**src/rtl/ofdmbbp_rx_pkg.sv**
```systemverilog
// ofdmbbp_rx_pkg
// Shared definitions for the OFDM RX command path: scheduler state encoding,
// the 32-bit host command word layout (also used by the AXI-side cmdq
// writer) and the dataq depth.
package ofdmbbp_rx_pkg;

  typedef enum logic [2:0] {
    ST_IDLE       = 3'd0,
    ST_WAIT_SPACE = 3'd1,
    ST_ISSUE      = 3'd2,
    ST_RUN        = 3'd3,
    ST_PAUSE      = 3'd4
  } state_t;

  localparam int PAUSE_W  = 8;
  localparam int REPEAT_W = 7;
  localparam int SEED_W   = 7;
  localparam int MODE_W   = 2;
  localparam int LEN_W    = 8;

  localparam int PAUSE_LSB  = 24;
  localparam int REPEAT_LSB = 17;
  localparam int SEED_LSB   = 10;
  localparam int MODE_LSB   = 8;
  localparam int LEN_LSB    = 0;

  localparam int DATAQ_DEPTH = 1024;
  localparam int FREE_W      = 11;

  // Field order matches the bit offsets above, so a plain cast unpacks a word.
  typedef struct packed {
    logic [PAUSE_W-1:0]  pause;
    logic [REPEAT_W-1:0] rep;
    logic [SEED_W-1:0]   seed;
    logic [MODE_W-1:0]   mode;
    logic [LEN_W-1:0]    length;
  } cmd_t;

  function automatic cmd_t unpack_cmd(input logic [31:0] word);
    return cmd_t'(word);
  endfunction

endpackage

```
**src/rtl/ofdmbbp_rx_cmd_sched_if.sv**
```systemverilog
// ofdmbbp_rx_cmd_sched_if
// Command channels around the scheduler.
//   s_cmd_*  : host cmdq side (valid/data in, ready out of the scheduler)
//   m_cmd_*  : RX core command port (valid/payload out, ready in)
// master = scheduler view, slave = host FIFO + RX core view.
interface ofdmbbp_rx_cmd_sched_if;
  import ofdmbbp_rx_pkg::*;

  logic                s_cmd_valid;
  logic                s_cmd_ready;
  logic [31:0]         s_cmd_data;
  logic                m_cmd_valid;
  logic                m_cmd_ready;
  logic [LEN_W-1:0]    m_cmd_length;
  logic [MODE_W-1:0]   m_cmd_mode;
  logic [SEED_W-1:0]   m_cmd_seed;

  modport master (
    input  s_cmd_valid, s_cmd_data, m_cmd_ready,
    output s_cmd_ready, m_cmd_valid, m_cmd_length, m_cmd_mode, m_cmd_seed
  );

  modport slave (
    output s_cmd_valid, s_cmd_data, m_cmd_ready,
    input  s_cmd_ready, m_cmd_valid, m_cmd_length, m_cmd_mode, m_cmd_seed
  );

endinterface

```
**src/rtl/ofdmbbp_wdog.sv**
```systemverilog
// ofdmbbp_wdog
// Loadable down-counting timeout counter.
//   clk, rst  : clock, synchronous active-high reset
//   load      : reload counter with load_val (also the "clear" of the watchdog)
//   dec       : count one idle cycle (holds at zero)
//   load_val  : reload value
//   expired   : counter has reached zero
module ofdmbbp_wdog #(
  parameter int W = 12
) (
  input  logic         clk,
  input  logic         rst,
  input  logic         load,
  input  logic         dec,
  input  logic [W-1:0] load_val,
  output logic         expired
);

  logic [W-1:0] cnt;

  always_ff @(posedge clk) begin
    if (rst) begin
      cnt <= '0;
    end else if (load) begin
      cnt <= load_val;
    end else if (dec && (cnt != '0)) begin
      cnt <= cnt - W'(1);
    end
  end

  assign expired = (cnt == '0);

endmodule

```
**src/rtl/ofdmbbp_rx_cmd_sched.sv**
```systemverilog
// ofdmbbp_rx_cmd_sched
// Expands each host command into repeat+1 RX core executions, gating each on
// dataq space, counting output beats, inserting a pause between executions,
// with watchdog and abort recovery.
//   clk, rst      : sample clock, synchronous active-high reset
//   cmd           : command channels (master modport)
//   rx_dout_valid : RX core output beat
//   dataq_free    : free words in dataq (0..1024)
//   abort         : drop current command, return to IDLE
//   busy, seq_state, done, err_timeout, exec_cnt, timeout_cnt : status
//
// state      | meaning
// IDLE       | cmdq pop enabled, waiting for a command
// WAIT_SPACE | waiting for dataq_free >= length
// ISSUE      | m_cmd_valid high, waiting for core ready
// RUN        | counting output beats, watchdog active
// PAUSE      | gap between executions of a repeated command
module ofdmbbp_rx_cmd_sched
  import ofdmbbp_rx_pkg::*;
#(
  parameter int TIMEOUT = 4096,
  parameter int CNT_W   = 16
) (
  input  logic                     clk,
  input  logic                     rst,
  ofdmbbp_rx_cmd_sched_if.master   cmd,
  input  logic                     rx_dout_valid,
  input  logic [FREE_W-1:0]        dataq_free,
  input  logic                     abort,
  output logic                     busy,
  output logic [2:0]               seq_state,
  output logic                     done,
  output logic                     err_timeout,
  output logic [CNT_W-1:0]         exec_cnt,
  output logic [7:0]               timeout_cnt
);

  localparam int WD_W = $clog2(TIMEOUT);
  // Kick loads TIMEOUT-2 so the pulse lands TIMEOUT cycles after the kick
  // cycle: TIMEOUT-2 decrements, one expired cycle, one output register.
  localparam logic [WD_W-1:0] WD_LOAD = WD_W'(TIMEOUT - 2);

  state_t              state;
  cmd_t                cmd_in, cmd_q;
  logic [REPEAT_W-1:0] rep_left;
  logic [SEED_W-1:0]   seed_cur;
  logic [LEN_W-1:0]    beats_left;
  logic [PAUSE_W-1:0]  pause_cnt;
  logic                wd_load, wd_dec, wd_expired;

  assign cmd_in          = unpack_cmd(cmd.s_cmd_data);
  assign cmd.s_cmd_ready = (state == ST_IDLE);
  assign busy            = (state != ST_IDLE);
  assign seq_state       = state;

  assign wd_load = ((state == ST_ISSUE) && cmd.m_cmd_ready) ||
                   ((state == ST_RUN) && rx_dout_valid);
  assign wd_dec  = (state == ST_RUN) && !rx_dout_valid;

  ofdmbbp_wdog #(.W(WD_W)) u_wdog (
    .clk      (clk),
    .rst      (rst),
    .load     (wd_load),
    .dec      (wd_dec),
    .load_val (WD_LOAD),
    .expired  (wd_expired)
  );

  always_ff @(posedge clk) begin
    if (rst) begin
      state            <= ST_IDLE;
      cmd_q            <= '0;
      rep_left         <= '0;
      seed_cur         <= '0;
      beats_left       <= '0;
      pause_cnt        <= '0;
      cmd.m_cmd_valid  <= 1'b0;
      cmd.m_cmd_length <= '0;
      cmd.m_cmd_mode   <= '0;
      cmd.m_cmd_seed   <= '0;
      done             <= 1'b0;
      err_timeout      <= 1'b0;
      exec_cnt         <= '0;
      timeout_cnt      <= '0;
    end else begin
      done        <= 1'b0;
      err_timeout <= 1'b0;
      if ((state != ST_IDLE) && abort) begin
        state           <= ST_IDLE;
        cmd.m_cmd_valid <= 1'b0;
      end else begin
        case (state)
          ST_IDLE: begin
            if (cmd.s_cmd_valid) begin
              cmd_q    <= cmd_in;
              rep_left <= cmd_in.rep;
              seed_cur <= cmd_in.seed;
              // zero-length commands are popped and silently dropped
              if (cmd_in.length != '0) state <= ST_WAIT_SPACE;
            end
          end
          ST_WAIT_SPACE: begin
            if (dataq_free >= {3'b000, cmd_q.length}) begin
              state            <= ST_ISSUE;
              cmd.m_cmd_valid  <= 1'b1;
              cmd.m_cmd_length <= cmd_q.length;
              cmd.m_cmd_mode   <= cmd_q.mode;
              cmd.m_cmd_seed   <= seed_cur;
            end
          end
          ST_ISSUE: begin
            if (cmd.m_cmd_ready) begin
              cmd.m_cmd_valid <= 1'b0;
              beats_left      <= cmd_q.length;
              state           <= ST_RUN;
            end
          end
          ST_RUN: begin
            if (rx_dout_valid) begin
              beats_left <= beats_left - LEN_W'(1);
              if (beats_left == LEN_W'(1)) begin
                done     <= 1'b1;
                exec_cnt <= exec_cnt + CNT_W'(1);
                if (rep_left != '0) begin
                  rep_left  <= rep_left - REPEAT_W'(1);
                  seed_cur  <= seed_cur + SEED_W'(1);
                  pause_cnt <= cmd_q.pause;
                  state     <= (cmd_q.pause != '0) ? ST_PAUSE : ST_WAIT_SPACE;
                end else begin
                  state <= ST_IDLE;
                end
              end
            end else if (wd_expired) begin
              err_timeout <= 1'b1;
              if (timeout_cnt != 8'hFF) timeout_cnt <= timeout_cnt + 8'd1;
              state <= ST_IDLE;
            end
          end
          ST_PAUSE: begin
            // entry cycle plus `pause` counted cycles: next issue at beat+pause+3
            if (pause_cnt == '0) state <= ST_WAIT_SPACE;
            else pause_cnt <= pause_cnt - PAUSE_W'(1);
          end
          default: state <= ST_IDLE;
        endcase
      end
    end
  end

endmodule

```
**src/flat_wrapper.sv**
```systemverilog
// flat-port wrapper written by rule: the top's interface ports become plain ports
module ofdmbbp_rx_cmd_sched_flat import ofdmbbp_rx_pkg::*;
#(
  parameter int TIMEOUT = 4096,
  parameter int CNT_W   = 16
)
  (clk, rst, rx_dout_valid, dataq_free, abort, busy, seq_state, done, err_timeout, exec_cnt, timeout_cnt, cmd_s_cmd_valid, cmd_s_cmd_data, cmd_m_cmd_ready, cmd_s_cmd_ready, cmd_m_cmd_valid, cmd_m_cmd_length, cmd_m_cmd_mode, cmd_m_cmd_seed);
  ofdmbbp_rx_cmd_sched_if cmd_i ();
  input  logic clk;
  input  logic rst;
  input  logic rx_dout_valid;
  input  logic [FREE_W-1:0] dataq_free;
  input  logic abort;
  output logic busy;
  output logic [2:0] seq_state;
  output logic done;
  output logic err_timeout;
  output logic [CNT_W-1:0] exec_cnt;
  output logic [7:0] timeout_cnt;
  input wire logic [$bits(cmd_i.s_cmd_valid)-1:0] cmd_s_cmd_valid;
  input wire logic [$bits(cmd_i.s_cmd_data)-1:0] cmd_s_cmd_data;
  input wire logic [$bits(cmd_i.m_cmd_ready)-1:0] cmd_m_cmd_ready;
  output wire logic [$bits(cmd_i.s_cmd_ready)-1:0] cmd_s_cmd_ready;
  output wire logic [$bits(cmd_i.m_cmd_valid)-1:0] cmd_m_cmd_valid;
  output wire logic [$bits(cmd_i.m_cmd_length)-1:0] cmd_m_cmd_length;
  output wire logic [$bits(cmd_i.m_cmd_mode)-1:0] cmd_m_cmd_mode;
  output wire logic [$bits(cmd_i.m_cmd_seed)-1:0] cmd_m_cmd_seed;
  assign cmd_i.s_cmd_valid = cmd_s_cmd_valid;
  assign cmd_i.s_cmd_data = cmd_s_cmd_data;
  assign cmd_i.m_cmd_ready = cmd_m_cmd_ready;
  assign cmd_s_cmd_ready = cmd_i.s_cmd_ready;
  assign cmd_m_cmd_valid = cmd_i.m_cmd_valid;
  assign cmd_m_cmd_length = cmd_i.m_cmd_length;
  assign cmd_m_cmd_mode = cmd_i.m_cmd_mode;
  assign cmd_m_cmd_seed = cmd_i.m_cmd_seed;
  ofdmbbp_rx_cmd_sched #(.TIMEOUT(TIMEOUT), .CNT_W(CNT_W)) u_core (.clk(clk), .rst(rst), .cmd(cmd_i), .rx_dout_valid(rx_dout_valid), .dataq_free(dataq_free), .abort(abort), .busy(busy), .seq_state(seq_state), .done(done), .err_timeout(err_timeout), .exec_cnt(exec_cnt), .timeout_cnt(timeout_cnt));
endmodule
```
**config.mk**
```make
export PLATFORM = sky130hd
export DESIGN_NAME = ofdmbbp_rx_cmd_sched_flat
export DESIGN_NICKNAME = d
export VERILOG_FILES = /design/src/rtl/ofdmbbp_rx_pkg.sv /design/src/rtl/ofdmbbp_rx_cmd_sched_if.sv /design/src/rtl/ofdmbbp_wdog.sv /design/src/rtl/ofdmbbp_rx_cmd_sched.sv /design/src/flat_wrapper.sv
export SDC_FILE = /design/constraint.sdc
export NUM_CORES = 1
export LEC_CHECK = 0
export ABC_AREA = 1
export CAP_MARGIN = 30
export CORE_MARGIN = 10
export CORE_UTILIZATION = 28
export DETAILED_ROUTE_END_ITERATION = 8
export HOLD_SLACK_MARGIN = 0.05
export PLACE_DENSITY = 0.54
export RECOVER_POWER = 50
export SKIP_CTS_REPAIR_TIMING = 1
export SKIP_LAST_GASP = 1
export SLEW_MARGIN = 20
export SYNTH_ARGS = -nofsm -noshare
export SYNTH_HDL_FRONTEND = slang
export SYNTH_SLANG_ARGS = --single-unit
```
**constraint.sdc**
```tcl
create_clock -name clk -period 4.6 [get_ports clk]
set_input_delay 0.69 -clock clk [delete_from_list [all_inputs] [get_ports clk]]
set_output_delay 0.69 -clock clk [all_outputs]
set_load 0.03 [all_outputs]
```
## After elaboration in Yosys (flattened, before gate mapping)

Index checks and enable logic that the tools add are counted.

- Bits in registers: 107
- Input port bits: 49
- Output and inout bits: 49
- Logic and storage cells: 115

- Add/subtract/negate cells: 7
- Order comparisons: 1
- Equality and inequality tests: 17
- Mux-type cells: 36
- Bitwise gates (word level): 3
- Reduce and logical (&&, ||, !) cells: 33

Operators by type and width:

| operator | number |
|---|---|
| $mux W7 | 8 |
| $mux W8 | 6 |
| $pmux W8 S2 | 2 |
| $mux W3 | 10 |
| $pmux W7 S2 | 2 |
| $mux W12 | 2 |
| $add A16 B1 Y16 const B | 1 |
| $reduce_bool A8 Y1 | 2 |
| $sub A8 B1 Y8 const B | 2 |
| $pmux W3 S5 | 1 |
| $logic_not A12 Y1 | 1 |
| $ne A2 B2 Y1 const B | 6 |
| $reduce_and A6 Y1 | 2 |
| $reduce_bool A12 Y1 | 1 |
| $sub A12 B1 Y12 const B | 1 |
| $ge A11 B8 Y1 | 1 |
| $reduce_bool A2 Y1 | 5 |
| $reduce_and A3 Y1 | 3 |
| $add A8 B1 Y8 const B | 1 |
| $eq A8 B1 Y1 const B | 1 |
| $logic_not A8 Y1 | 1 |
| $ne A8 B8 Y1 const B | 1 |
| $reduce_and A4 Y1 | 2 |
| $reduce_or A4 Y1 | 2 |
| 19 further kinds | 33 |

## Longest topological paths before layout

- Depth after elaboration: 6
- Depth in mapped cells: 13
- Gate-level depth less buffers: 13

## Cells and area by module

A second synthesis with hierarchy kept.

- Cell total of the unflattened synthesis: 968
- Area total of the unflattened synthesis: 6266.0 um^2

Modules (own cells, without submodules):

| module | instances | cells each | area an instance (um^2) | seq. area each (um^2) |
|---|---|---|---|---|
| ofdmbbp_rx_cmd_sched | 1 | 820 | 5348.9 | 1901.8 |
| ofdmbbp_wdog | 1 | 148 | 917.1 | 240.2 |

## Worst setup path before layout

Ideal clock, no wire load.

- Path kind: input to register
- Start point: input dataq_free[6]
- End point: register u_core.cmd.m_cmd_length[6]
- Library setup time: 116 ps
- Arrival: 1909 ps
- Data required time: 4484 ps
- Setup slack: 2575 ps
- Cell stages on the path: 11
- Cell sequence: ha_1 > nand2_1 > nor2_1 > inv_1 > nor2_1 > nand2_1 > nand3_1 > nand2_1 > clkbuf_1 > o21ai_0 > nor2_1

- Longest elaborated chain between the ends: 2

Ends and longest elaborated chain:

| item | line | source |
|---|---|---|
| start: declaration | flat_wrapper.sv:12 | `input logic [FREE_W-1:0] dataq_free;` |
| $ge A11 B8 Y1 | ofdmbbp_rx_cmd_sched.sv:103 | `if (dataq_free >= {3'b000, cmd_q.length}) begin` |
| $reduce_and A3 Y1 (no source line) | - |  |
| end signal: assignment | ofdmbbp_rx_cmd_sched.sv:106 | `cmd.m_cmd_length <= cmd_q.length;` |
| end: declaration | ofdmbbp_rx_cmd_sched_if.sv:20 | `output s_cmd_ready, m_cmd_valid, m_cmd_length, m_cmd_mode, m_cmd_seed` |

Every way passes these cells.
A chain may end at the register's enable or synchronous reset.

## Worst setup path after layout

- Start point: register u_core.state[0], in the netlist u_core.seq_state[0]
- End point: register u_core.exec_cnt[13]

- Longest elaborated chain between the ends: 4
- Elaborated cells between the ends (all ways): 5
- Those cells by class: eq/ne (1); bitwise (1); reduce/logical (3)

Ends and longest elaborated chain:

| item | line | source |
|---|---|---|
| start: declaration | ofdmbbp_rx_cmd_sched.sv:43 | `state_t state;` |
| start signal: assignment | ofdmbbp_rx_cmd_sched.sv:128 | `state <= (cmd_q.pause != '0) ? ST_PAUSE : ST_WAIT_SPACE;` |
| $reduce_bool A3 Y1 | ofdmbbp_rx_cmd_sched.sv:88 | `if ((state != ST_IDLE) && abort) begin` |
| $logic_and A1 B1 Y1 | ofdmbbp_rx_cmd_sched.sv:88 |  |
| $not A1 Y1 (no source line) | - |  |
| $reduce_and A4 Y1 (no source line) * | - |  |
| end signal: assignment | ofdmbbp_rx_cmd_sched.sv:123 | `exec_cnt <= exec_cnt + CNT_W'(1);` |
| end: declaration | ofdmbbp_rx_cmd_sched.sv:34 | `output logic [CNT_W-1:0] exec_cnt,` |

Mark *: on every way between the ends. The rest lies on a longest branch, timed or not.

==> summary.txt <==
Placement
  • Post-place setup slack: 1730 ps
  • IO buf count: 97
  • Post-DP HPWL: 12,600 microns
  • GPL Wtd Cong: 0.803

Power and ir drop
  • Clock group share of total power: 0.217
  • Combinational power share: 0.429
  • Seq pwr share: 0.353
  • Fraction of power spent switching nets: 0.440
  • PD cells: 503 mW/mm^2
  • Internal power: 0.00205 W
  • P_sw: 0.00161 W
  • P_leak: 3.17 nW
  • Worst VDD drop: 195 uV

Global routing
  • Largest net degree at the start of global routing: 33
  • Initial antenna violation count: 0
  • GRT Overall Usage: 0.125
  • Overflow after GRT: 0
  • Vias in the first global route: 5,347
  • First-pass GRT wire length: 27,700 microns

Synthesis
  • Post-synth EDFFs: 0
  • Synth unique cells: 41
  • Synth Area in Compound Gates: 0.159
  • Synthesis warning total: 0
  • Largest cells by area after synthesis: dfxtp_1 (37%), nand2_1 (11%), nor2_1 (9.3%)
  • Synth cell count leaders: nand2_1 (178), nor2_1 (145), dfxtp_1 (107)
  • Largest family of logic cells by synthesized area: simple AND/OR/NAND/NOR gates
  • Post-synthesis mux area share: 0
  • Cells after Synth: 882
  • Synth Area in XOR/XNOR: 0.0210
  • Synthesized netlist net count: 949
  • Mean post-synth cell area: 6.62 sq um
  • Sequential share of the synthesized area: 0.367
  • Top-area cell type share of the netlist area: 0.367
  • Cell Area, Synth: 0.00584 sq mm
  • Post-synthesis adder-cell area fraction: 0.0385
  • Area leader, netlist: dfxtp_1
  • Async SR Flop Fraction: 0
  • Post-Synth Simple-Gate Area: 0.319
  • Top FF cell, synth: dfxtp_1
  • Seq cells post-synth: 107
  • Count leader, synth: nand2_1

Layout
  • # fillers: 2,210
  • Area delta synth->final: 24.6%
  • Diode count: 0
  • Fin nets: 1,032
  • Ratio of cells with drive above 1 in the final layout: 0.0423

Floorplan
  • Die ar.: 0.0270 sq mm
  • Initial core utilization: 0.287
  • Top Ports: 98
  • Chip height: 164 microns
  • Core ar.: 0.0204 sq mm
  • Row count: 52
  • Die Wd: 164 microns

Detailed routing
  • Routed vias/inst: 4.53
  • DR vias: 5,618
  • Routed wire length: 16,700 microns
  • DR iter-0 viols: 267
  • DRC viols: 0
  • WL per Instance: 13.5 microns
  • ANT nets after route: 0
  • DRT Pass-1 Iters: 5

Timing
  • Final setup margin: 1540 ps
  • Max Clock Freq: 0.327 GHz
  • Post-route minimum period: 3060 ps
  • Slew at the pin closest to its max-slew limit: 1280 ps
  • RSZ-0062 raised after global routing: false
  • Clock skew: 7.75 ps
  • Slew Viols, Final: 0
  • Setup TNS: 0 ps
  • Slew headroom: 0.146
  • Tcrit/Tclk final: 0.664
  • Final Hold Viols: 0
  • # setup viols final: 0

Clock network
  • CTS tree: yes
  • H-tree depth: 3
  • CTS Buffer Depth: 2
  • Clk Latency, worst-skew pair: 360 ps
  • Reg clk slew, reported paths: 80 ps
  • Cts bufs inserted: 9
  • CTS Sinks: 107
  • Clock Root Buffer: clkbuf_16

Worst hold path
  • Worst hold path class: register to register

Setup path
  • CP Data Required Time: 4890 ps
  • Crit end category: register
  • Max FO, Critical Path: 32
  • WP data arrival: 3350 ps
  • Setup CP Type: register to register
  • Startpoint types: register

Run
  • Max-cap violations: 0

Status
  • Status: finished, final reports clean
==> cells in the final DEF, fill, tap and decap left out, types with 3 or more instances in the layout <==
| cell | instances |
|---|---|
| clkdlybuf4s50_1 | 52 |
| xnor2_1 | 4 |
| inv_2 | 4 |
| inv_1 | 97 |
| nor2_2 | 4 |
| dfxtp_1 | 107 |
| clkinv_8 | 3 |
| dlygate4sd3_1 | 45 |
| xor2_1 | 10 |
| o21ai_0 | 86 |
| o21ai_1 | 3 |
| ha_1 | 18 |
| o211ai_1 | 3 |
| nand2_2 | 3 |
| buf_4 | 4 |
| nand3_1 | 63 |
| clkbuf_16 | 9 |
| nand4_1 | 9 |
| nand2_1 | 182 |
| a21oi_1 | 73 |
| nor2_1 | 146 |
| nor3_1 | 11 |
| a31oi_1 | 6 |
| inv_6 | 3 |
==> flip-flops by register name, summed over array words and instances (netlist names), 8 cells and up <==
signal,count
u_core.beats_left,8
u_core.cmd.m_cmd_length,8
u_core.cmd_q,18
u_core.exec_cnt,16
u_core.pause_cnt,8
u_core.timeout_cnt,8
u_core.u_wdog.cnt,12
==> metrics by stage <==
step                cell area [sq um]   util  std cells  hold WS, ps  power [W]
floorplan                        5840      -        882          429    0.00251
global placement                 7010  0.344       1223          442    0.00294
finish                           7280  0.357       1240          460    0.00367
CTS                              7320  0.359       1239          461    0.00376
detailed placement               7010  0.344       1223          449    0.00295
global route                     7280  0.357       1240          485    0.00401
==> path summary, 6_finish.rpt <==
| kind | startpoint | endpoint | slack (ps) | cells past startpoint |
|---|---|---|---|---|
| setup / recovery | u_core.seq_state[0] | u_core.exec_cnt[13] | 1540 | 8 |
| hold / removal | u_core.u_wdog.cnt[0] | u_core.u_wdog.cnt[0] | 460 | 1 |
| setup reg to reg | u_core.seq_state[0] | u_core.exec_cnt[13] | 1540 | 8 |
| hold reg to reg | u_core.u_wdog.cnt[0] | u_core.u_wdog.cnt[0] | 460 | 1 |
==> kinds of logic (layout without fill, tap and decap cells) <==
family	after synthesis	count (layout)
AO/OA/AOI/OAI	179	179
XOR/XNOR	14	14
adder cells (fa/ha/maj)	18	18
buffers and inverters	133	221
flip-flops	107	107
AND/OR/NAND/NOR	431	431
==> power by group through the flow <==
stage	combinational, W	sequential [W]	clock (W)
floorplan	0.00118	0.00133	0
global placement	0.00162	0.00132	0
detailed placement	0.00163	0.00132	0
CTS	0.00163	0.00130	0.000827
global route	0.00182	0.00133	0.000861
finish	0.00157	0.00129	0.000796
==> critical path, stage by stage, from the launching register on <==
cell,delay (ps)
dfxtp_1,630
nand3_1,1010
nor2_2,500
nand3_1,240
inv_1,130
nand2_1,110
nor2_2,160
nand3_1,90
a21oi_1,120
==> area by class of cell <==
type	instances	area (sq um)	area share
multi-input combinational	642	3100	0.426
sequential	107	2140	0.294
timing repair buffer	102	1000	0.138
inverter	103	388	0.0533
tap	270	338	0.0464
clock buffer	9	225	0.0309
clock inverter	7	83.8	0.0115
==> per-layer routing <==
layer  share of wire  GRT usage  routed length (microns)  vias to the layer above
li1                -          -                        -                     3018
met1            0.46      0.150                     7660                     2514
met2            0.48      0.216                     8120                       72
met3           0.043     0.0334                      727                       14
met4           0.014     0.0330                      241                        0
met5               0          0                        0                        -
No activity file was read; power rests on OpenSTA's default activity.
